--- config.mk ---
export PLATFORM = sky130hd
export DESIGN_NAME = tpu_frame_tx_flat
export DESIGN_NICKNAME = d
export VERILOG_FILES = /design/src/rtl/tpu_frame_tx_if.sv /design/src/rtl/tpu_frame_tx.sv /design/src/flat_wrapper.sv
export SDC_FILE = /design/constraint.sdc
export NUM_CORES = 1
export LEC_CHECK = 0
export BUFFER_PORTS_ARGS = -buffer_cell sky130_fd_sc_hd__buf_2
export CORE_MARGIN = 5
export CORE_UTILIZATION = 50
export CTS_BUF_LIST = sky130_fd_sc_hd__clkbuf_8
export CTS_CLUSTER_DIAMETER = 100
export DETAILED_ROUTE_END_ITERATION = 7
export GPL_TIMING_DRIVEN = 0
export HOLD_SLACK_MARGIN = 0.1
export PLACE_DENSITY = 0.75
export SYNTH_ARGS = -nofsm -noshare
export SYNTH_HDL_FRONTEND = slang
export SYNTH_SLANG_ARGS = --single-unit
--- constraint.sdc ---
create_clock -name clk -period 2.8 [get_ports clk]
set_input_delay 0.14 -clock clk [delete_from_list [all_inputs] [get_ports clk]]
set_output_delay 0.14 -clock clk [all_outputs]
set_load 0.1 [all_outputs]
--- src/rtl/tpu_frame_tx_if.sv ---
// Payload stream and SPI-style bus of the TPU host frame transmitter.
// master = transmitter side, slave = payload source / bus receiver.
interface tpu_frame_tx_if #(
  parameter int DATA_WIDTH = 8
);
  logic                  pl_valid;
  logic [DATA_WIDTH-1:0] pl_data;
  logic                  pl_ready;
  logic                  clk_out;
  logic                  sel_out;
  logic [DATA_WIDTH-1:0] data_out;

  modport master (
    input  pl_valid, pl_data,
    output pl_ready, clk_out, sel_out, data_out
  );

  modport slave (
    output pl_valid, pl_data,
    input  pl_ready, clk_out, sel_out, data_out
  );
endinterface

--- src/rtl/tpu_frame_tx.sv ---
// Host-side frame transmitter: header byte + grid/move payload
// driven onto the clk/sel/data bus sampled by the TPU SPI receiver.
module tpu_frame_tx #(
  parameter int DATA_WIDTH = 8,
  parameter int BIT_DUR    = 2,
  parameter int GRID_BYTES = 64,
  parameter int MAX_MOVES  = 220,
  parameter logic [DATA_WIDTH-1:0] GRID_HEADER = 8'b11_01_01_01,
  parameter logic [DATA_WIDTH-1:0] MOVE_HEADER = 8'b11_10_10_10
) (
  input  logic       clk,
  input  logic       nrst,
  input  logic       start,
  input  logic       kind,
  input  logic [7:0] n_moves,
  output logic       busy,
  output logic       done,
  output logic       err,
  tpu_frame_tx_if.master tx
);
  localparam int LMAX = (GRID_BYTES > 2 * MAX_MOVES) ?
                        GRID_BYTES : 2 * MAX_MOVES;
  localparam int CW = $clog2(LMAX + 1);
  localparam int PW = $clog2(2 * BIT_DUR);

  typedef enum logic [2:0] {
    IDLE, SLOT_LO, SLOT_HI, WAIT, GAP
  } state_t;

  state_t                state, state_n;
  logic [PW-1:0]         ph, ph_n;
  logic [CW-1:0]         rem, rem_n;
  logic [DATA_WIDTH-1:0] data_q, data_n;
  logic                  err_q, err_n;
  logic                  pl_ready;
  logic                  slot_end, gap_end;

  assign slot_end = (ph == PW'(BIT_DUR - 1));
  assign gap_end  = (ph == PW'(2 * BIT_DUR - 1));

  always_ff @(posedge clk) begin
    if (!nrst) begin
      state  <= IDLE;
      ph     <= '0;
      rem    <= '0;
      data_q <= '0;
      err_q  <= 1'b0;
    end else begin
      state  <= state_n;
      ph     <= ph_n;
      rem    <= rem_n;
      data_q <= data_n;
      err_q  <= err_n;
    end
  end

  always_comb begin
    state_n  = state;
    ph_n     = ph;
    rem_n    = rem;
    data_n   = data_q;
    err_n    = 1'b0;
    pl_ready = 1'b0;
    done     = 1'b0;
    unique case (state)
      IDLE: begin
        if (start) begin
          if (kind && (int'(n_moves) > MAX_MOVES)) begin
            err_n = 1'b1;
          end else begin
            state_n = SLOT_LO;
            ph_n    = '0;
            data_n  = kind ? MOVE_HEADER : GRID_HEADER;
            rem_n   = kind ? CW'({n_moves, 1'b0})
                           : CW'(GRID_BYTES);
          end
        end
      end
      SLOT_LO: begin
        if (slot_end) begin
          state_n = SLOT_HI;
          ph_n    = '0;
        end else begin
          ph_n = ph + 1'b1;
        end
      end
      SLOT_HI: begin
        if (!slot_end) begin
          ph_n = ph + 1'b1;
        end else begin
          // last high cycle: fetch the next byte or close the frame
          ph_n = '0;
          if (rem != '0) begin
            pl_ready = 1'b1;
            if (tx.pl_valid) begin
              data_n  = tx.pl_data;
              rem_n   = rem - 1'b1;
              state_n = SLOT_LO;
            end else begin
              state_n = WAIT;
            end
          end else begin
            data_n  = '0;
            state_n = GAP;
          end
        end
      end
      WAIT: begin
        pl_ready = 1'b1;
        if (tx.pl_valid) begin
          data_n  = tx.pl_data;
          rem_n   = rem - 1'b1;
          ph_n    = '0;
          state_n = SLOT_LO;
        end
      end
      GAP: begin
        if (gap_end) begin
          done    = 1'b1;
          ph_n    = '0;
          state_n = IDLE;
        end else begin
          ph_n = ph + 1'b1;
        end
      end
      default: state_n = IDLE;
    endcase
  end

  assign busy        = (state != IDLE);
  assign err         = err_q;
  assign tx.pl_ready = pl_ready;
  assign tx.clk_out  = (state == SLOT_HI);
  assign tx.sel_out  = !((state == SLOT_LO) ||
                         (state == SLOT_HI) ||
                         (state == WAIT));
  assign tx.data_out = data_q;
endmodule

--- src/flat_wrapper.sv ---
// flat-port wrapper written by rule: the top's interface ports become plain ports
module tpu_frame_tx_flat 
#(
  parameter int DATA_WIDTH = 8,
  parameter int BIT_DUR    = 2,
  parameter int GRID_BYTES = 64,
  parameter int MAX_MOVES  = 220,
  parameter logic [DATA_WIDTH-1:0] GRID_HEADER = 8'b11_01_01_01,
  parameter logic [DATA_WIDTH-1:0] MOVE_HEADER = 8'b11_10_10_10
)
  (clk, nrst, start, kind, n_moves, busy, done, err, tx_pl_valid, tx_pl_data, tx_pl_ready, tx_clk_out, tx_sel_out, tx_data_out);
  tpu_frame_tx_if #(.DATA_WIDTH(DATA_WIDTH)) tx_i ();
  input  logic clk;
  input  logic nrst;
  input  logic start;
  input  logic kind;
  input  logic [7:0] n_moves;
  output logic busy;
  output logic done;
  output logic err;
  input wire logic [$bits(tx_i.pl_valid)-1:0] tx_pl_valid;
  input wire logic [$bits(tx_i.pl_data)-1:0] tx_pl_data;
  output wire logic [$bits(tx_i.pl_ready)-1:0] tx_pl_ready;
  output wire logic [$bits(tx_i.clk_out)-1:0] tx_clk_out;
  output wire logic [$bits(tx_i.sel_out)-1:0] tx_sel_out;
  output wire logic [$bits(tx_i.data_out)-1:0] tx_data_out;
  assign tx_i.pl_valid = tx_pl_valid;
  assign tx_i.pl_data = tx_pl_data;
  assign tx_pl_ready = tx_i.pl_ready;
  assign tx_clk_out = tx_i.clk_out;
  assign tx_sel_out = tx_i.sel_out;
  assign tx_data_out = tx_i.data_out;
  tpu_frame_tx #(.DATA_WIDTH(DATA_WIDTH), .BIT_DUR(BIT_DUR), .GRID_BYTES(GRID_BYTES), .MAX_MOVES(MAX_MOVES), .GRID_HEADER(GRID_HEADER), .MOVE_HEADER(MOVE_HEADER)) u_core (.clk(clk), .nrst(nrst), .start(start), .kind(kind), .n_moves(n_moves), .busy(busy), .done(done), .err(err), .tx(tx_i));
endmodule
# Word level (Yosys, flattened, before mapping)
# Index checks and enable logic that the tools add are counted.
dict set report op_classes {
  n_reduce_logical 15
  eq_ne 13
  mux 35
  magnitude_cmp 1
  n_addsub 2
}
# operator n
set ops {}
lappend ops {{$mux 9} 6}
lappend ops {{$mux 8} 5}
lappend ops {{$pmux 9 s3} 1}
lappend ops {{$pmux 8 s3} 1}
lappend ops {{$mux 3} 7}
lappend ops {{$pmux 3 s5} 1}
lappend ops {{$mux 2} 6}
lappend ops {{$reduce_bool 9->1} 1}
lappend ops {{$sub 9x1->9 const B} 1}
lappend ops {{$gt 8x8->1 const B} 1}
lappend ops {{$ne 2x1->1 const B} 4}
lappend ops {{$pmux 2 s4} 1}
lappend ops {{$reduce_and 4->1} 2}
lappend ops {{$eq 3x2->1 const B} 2}
lappend ops {{$mux 6} 1}
lappend ops {{$ne 2x2->1 const B} 3}
lappend ops {{$reduce_and 6->1} 1}
lappend ops {{$reduce_bool 3->1} 2}
lappend ops {{$mux 1} 5}
lappend ops {{$reduce_and 5->1} 1}
lappend ops {{$reduce_bool 4->1} 1}
lappend ops {{$eq 3x1->1 const B} 1}
lappend ops {{$eq 3x3->1 const B} 1}
lappend ops {{$logic_not 3->1} 1}
lappend ops {{other kinds (9)} 10}
dict set report word_totals {
  output_inout_bits 14
  in_bits 21
  wordCells 71
  register_bits 23
}

# Longest topological paths before layout
dict set report depth {
  ltp_word 5
  ltp_mapped 9
}

# Worst setup path before layout
# Ideal clock, no wire load.
dict set report synth_path {
  kind {register to register}
  startpoint {reg u_core.state[2]}
  endpoint {reg u_core.state[1]}
  stages_incl_launch_ff 7
  setup_slack_ps 244
  setup_time_ps 72
  n_path_buf 1
  t_required_ps 2728
  t_arrival_ps 2484
  path_cell_list {dfxtp_1 nand2b_1 clkbuf_1 nor2_1 a32o_1 nand2_1 mux2i_1}
}
dict set report synth_via {
  elab_chain_len 3
  word_cells_on_any_way 13
  classes_between {10 x eq/ne; 1 x mux; 2 x reduce/logical}
}
# element line
set synth_rtl {}
lappend synth_rtl {{start: declaration} tpu_frame_tx.sv:30} ;# state_t state, state_n;
lappend synth_rtl {{start signal: assignment} tpu_frame_tx.sv:49} ;# state <= state_n;
lappend synth_rtl {{$eq 3x2->1 *} -}
lappend synth_rtl {{named net tx_clk_out} flat_wrapper.sv:24} ;# output wire logic [$bits(tx_i.clk_out)-1:0] tx_clk_out;
lappend synth_rtl {{$ne 2x1->1 (no source line)} -}
lappend synth_rtl {{$reduce_and 6->1 (no source line)} -}
# Mark *: on every way through the listed nets, which the timed path passes. The rest lies on a longest branch.
# A chain may end at the register's enable or synchronous reset.

# Final worst setup path
dict set report layout_path {
  startpoint {reg u_core.rem[0]}
  endpoint {out tx_pl_ready}
}
dict set report layout_via {
  elab_chain_len 4
}
# element line
set layout_rtl {}
lappend layout_rtl {{start: declaration} tpu_frame_tx.sv:32} ;# logic [CW-1:0] rem, rem_n;
lappend layout_rtl {{start signal: assignment} tpu_frame_tx.sv:51} ;# rem <= rem_n;
lappend layout_rtl {{$reduce_bool 9->1} tpu_frame_tx.sv:93} ;# if (rem != '0) begin
lappend layout_rtl {{$mux 1} tpu_frame_tx.sv:93}
lappend layout_rtl {{$mux 1} tpu_frame_tx.sv:88} ;# if (!slot_end) begin
lappend layout_rtl {{$pmux 1 s2} tpu_frame_tx.sv:65} ;# unique case (state)
lappend layout_rtl {{end: declaration} flat_wrapper.sv:23} ;# output wire logic [$bits(tx_i.pl_ready)-1:0] tx_pl_ready;
# No other way between the ends.

==> flow_summary.toml <==
[clock_tree]
clockBufferDepth = 2
clock-root-buffer = "clkbuf_8"
cts_resized = 0
cts.sinks = 23
cts_tree = "built"
cts_setup_buffers = 0
cts.clk_slew.worst_paths_ns = 0.08
clk_latency_ns = 0.27
cts_max_level = 1
numCtsBuffers = 3
cts_hold_buf = 0

[timing]
clock_skew_ns = 0.001363
setup_tns_ns = 0
hold-worst-slack_ns = 0.1163
finalCritPeriodShare = 0.8855
finalMaxSlewViolations = 0
fin_crit_ns = 2.480
slew_headroom = 0.4317
grt_setup_unrepaired = "no"
setup_viol_count_final = 0
max_slew.worst_pin.slew_ns = 0.8459
fmax_ghz = 0.4033
hold_violations = 0

[worst_setup_path]
cp-end-kind = "output pin"
path_cells = "inv_1, ha_1, or4b_1, buf_2, o31a_1, o21a_1, buf_2"
rr_worst_depth = 9
cpMostUsedCell = "buf_2"
crit_buf_inv = 3
start_kind = "flop"
rrSetupSlack_ns = 0.52
r2r-end = "u_core.rem[8]"
crit_fanout = 9
critPathTopFamily = "compound AO/OA/AOI/OAI gates"
cpMaxStageDelayCell = "or4b_1"
cpPeakStageDelay_ns = 0.43
r2r-start = "u_core.rem[0]"
cp.arrival_ns = 2.34
worst_ep_required_time_ns = 2.66
path_class = "flop to output pin"
worstSetupStartpoint = "u_core.rem[0]"
path_depth = 7
crit_end = "tx_pl_ready"

[placement]
place_congestion = 0.8438
numPortBuffers = 33
place_hpwl_um = 3091
place_area_um2 = 1704

[global_routing]
grt_overflow = 0
grt_pass1_vias = 1501
antenna_found_initial = 0
grt_max_degree = 14
track_usage = 0.2010
grt_pass1_wl_um = 6699

[final_layout]
layout-drive-gt1-share = 0.2233
finalInstanceArea_um2 = 1750
n_antenna_cell = 0
area_growth_pct = 16.68
fin_nets = 241

[routing]
drt-total-wl_um = 4067
vias = 1510
wl_per_cell_um = 16.53
viasPerCell = 6.138
first_iter_violations = 92
drcViolationCount = 0
ant_nets = 0
drtPass1Iterations = 4

[logic_synthesis]
avgSynthCellArea_um2 = 8.428
synth_area_um2 = 1500
yosysUniqueCellTypes = 47
yosysSeqAreaShare = 0.3069
synth_flop_cell = "dfxtp_1"
synth-seq-cells = 23
synth_top_area_share = 0.3069
synth-async-reset-ratio = 0
synth-edff-count = 0
yosys_warnings = 0
yosysTopAreaCell = "dfxtp_1"
synth_area_leaders = "dfxtp_1 (31%), o211a_1 (7.3%), nand3_1 (4.3%), nand2_1 (4.0%), ha_1 (3.3%)"
syn-num-nets = 203
syn_inst = 178

[die]
num_io_pins = 35
row_count = 19
die_area_um2 = 4196
die-width_um = 64.78
initial_core_util = 0.5348
core_um2 = 2805
die_h_um = 64.78

[power_and_ir_drop]
p_total_mw = 2.059
ir_drop_uv = 836.5
power_density_nw_per_um2 = 1176
p_leak_nw = 0.8565

[status]
outcome = "completed"

[worst_hold_path]
hold_class = "input pin to flop"

[run]
drv_cap = 0
==> metrics by stage <==
step	worst slack (ns)	std cells	util
floorplan	0.2443	178	-
global placement	0.6527	242	0.6075
detailed placement	0.5683	242	0.6075
CTS	0.3253	246	0.6240
global route	0.2069	246	0.6240
finish	0.3205	246	0.6240
==> cell usage after synthesis (3+ instances only) <==
master     number
dfxtp_1        23
nand2_1        16
nand3_1        13
o211a_1        11
a21oi_1         9
inv_1           8
clkbuf_1        7
nor2_1          7
o21ai_0         7
mux2i_1         5
o211ai_1        5
o21ai_1         5
ha_1            4
and3b_1         3
buf_6           3
nand2b_1        3
nor2b_1         3
nor3_1          3
o2111ai_1       3
or3_1           3
==> worst reg2reg max path, cell delays in order, from the launching register on <==
cell and delay [ns]:
dfxtp_1 0.41, inv_1 0.07, ha_1 0.23, or4b_1 0.17, buf_2 0.18, o31ai_4 0.10
a2111oi_4 0.63, buf_6 0.23, nand3_1 0.08, o21ai_1 0.11
==> where the power goes <==
| group | switching, mW | leakage (nW) | internal, mW |
|---|---|---|---|
| sequential | 0.0944 | 0.189 | 0.423 |
| clock | 0.111 | 0.0255 | 0.0995 |
| combinational | 0.929 | 0.642 | 0.402 |
==> cell usage in the layout, fill, tap and decap left out, types with 3 or more instances in the layout <==
cell type / instances
and3b_1: 3
nand2_1: 16
buf_2: 35
o21ai_0: 7
o211a_1: 11
or3_1: 3
nand3_1: 13
dfxtp_1: 23
nor2b_1: 3
nor2_1: 7
o21ai_1: 5
o2111ai_1: 3
mux2i_1: 5
nand2b_1: 3
nor3_1: 3
a21oi_1: 9
buf_6: 3
inv_1: 8
clkbuf_8: 3
o211ai_1: 5
clkbuf_1: 7
ha_1: 4
==> layer usage <==
layer,vias up,share of wire,track usage
met4,0,0.014,0.06860
met5,-,0,0
met1,712,0.43,0.2453
met2,55,0.49,0.3448
met3,7,0.068,0.04836
li1,736,-,-
==> worst min path at each step <==
stage	start	endpoint	slack (ns)	depth (start not counted)
2_1_floorplan	start	u_core.err	0.29	1
3_3_place_gp	start	u_core.err	0.39	2
3_5_place_dp	start	u_core.err	0.39	2
4_1_cts	start	u_core.err	0.12	2
5_1_grt	start	u_core.err	0.14	2
6_report	start	u_core.err	0.12	2
==> flip-flops by register name, indices dropped and copies added (netlist names) <==
| name | count |
|---|---|
| u_core.rem | 9 |
| u_core.tx.data_out | 8 |
| u_core.state | 3 |
| u_core.ph | 2 |
| u_core.err | 1 |
==> kinds of logic after synthesis <==
family          after synthesis  share of synthesized area
simple gates                 64                     0.2319
mux                           5                    0.03336
buf+inv                      22                    0.07172
flops                        23                     0.3069
compound gates               56                     0.2994
xor+xnor                      4                    0.02336
fa+ha+maj                     4                    0.03336
==> cell type report <==
| cell class | count | area (um2) |
|---|---|---|
| repair buffers | 33 | 165.2 |
| clock buffers | 3 | 41.29 |
| well taps | 31 | 38.79 |
| multi-input cells | 133 | 932.1 |
| flip-flops and latches | 23 | 460.4 |
| inverters | 9 | 33.78 |
| fillers | 255 | 1055 |
| clock inverters | 1 | 5.005 |
| plain buffers | 13 | 73.82 |
No activity file was read; power rests on OpenSTA's default activity.
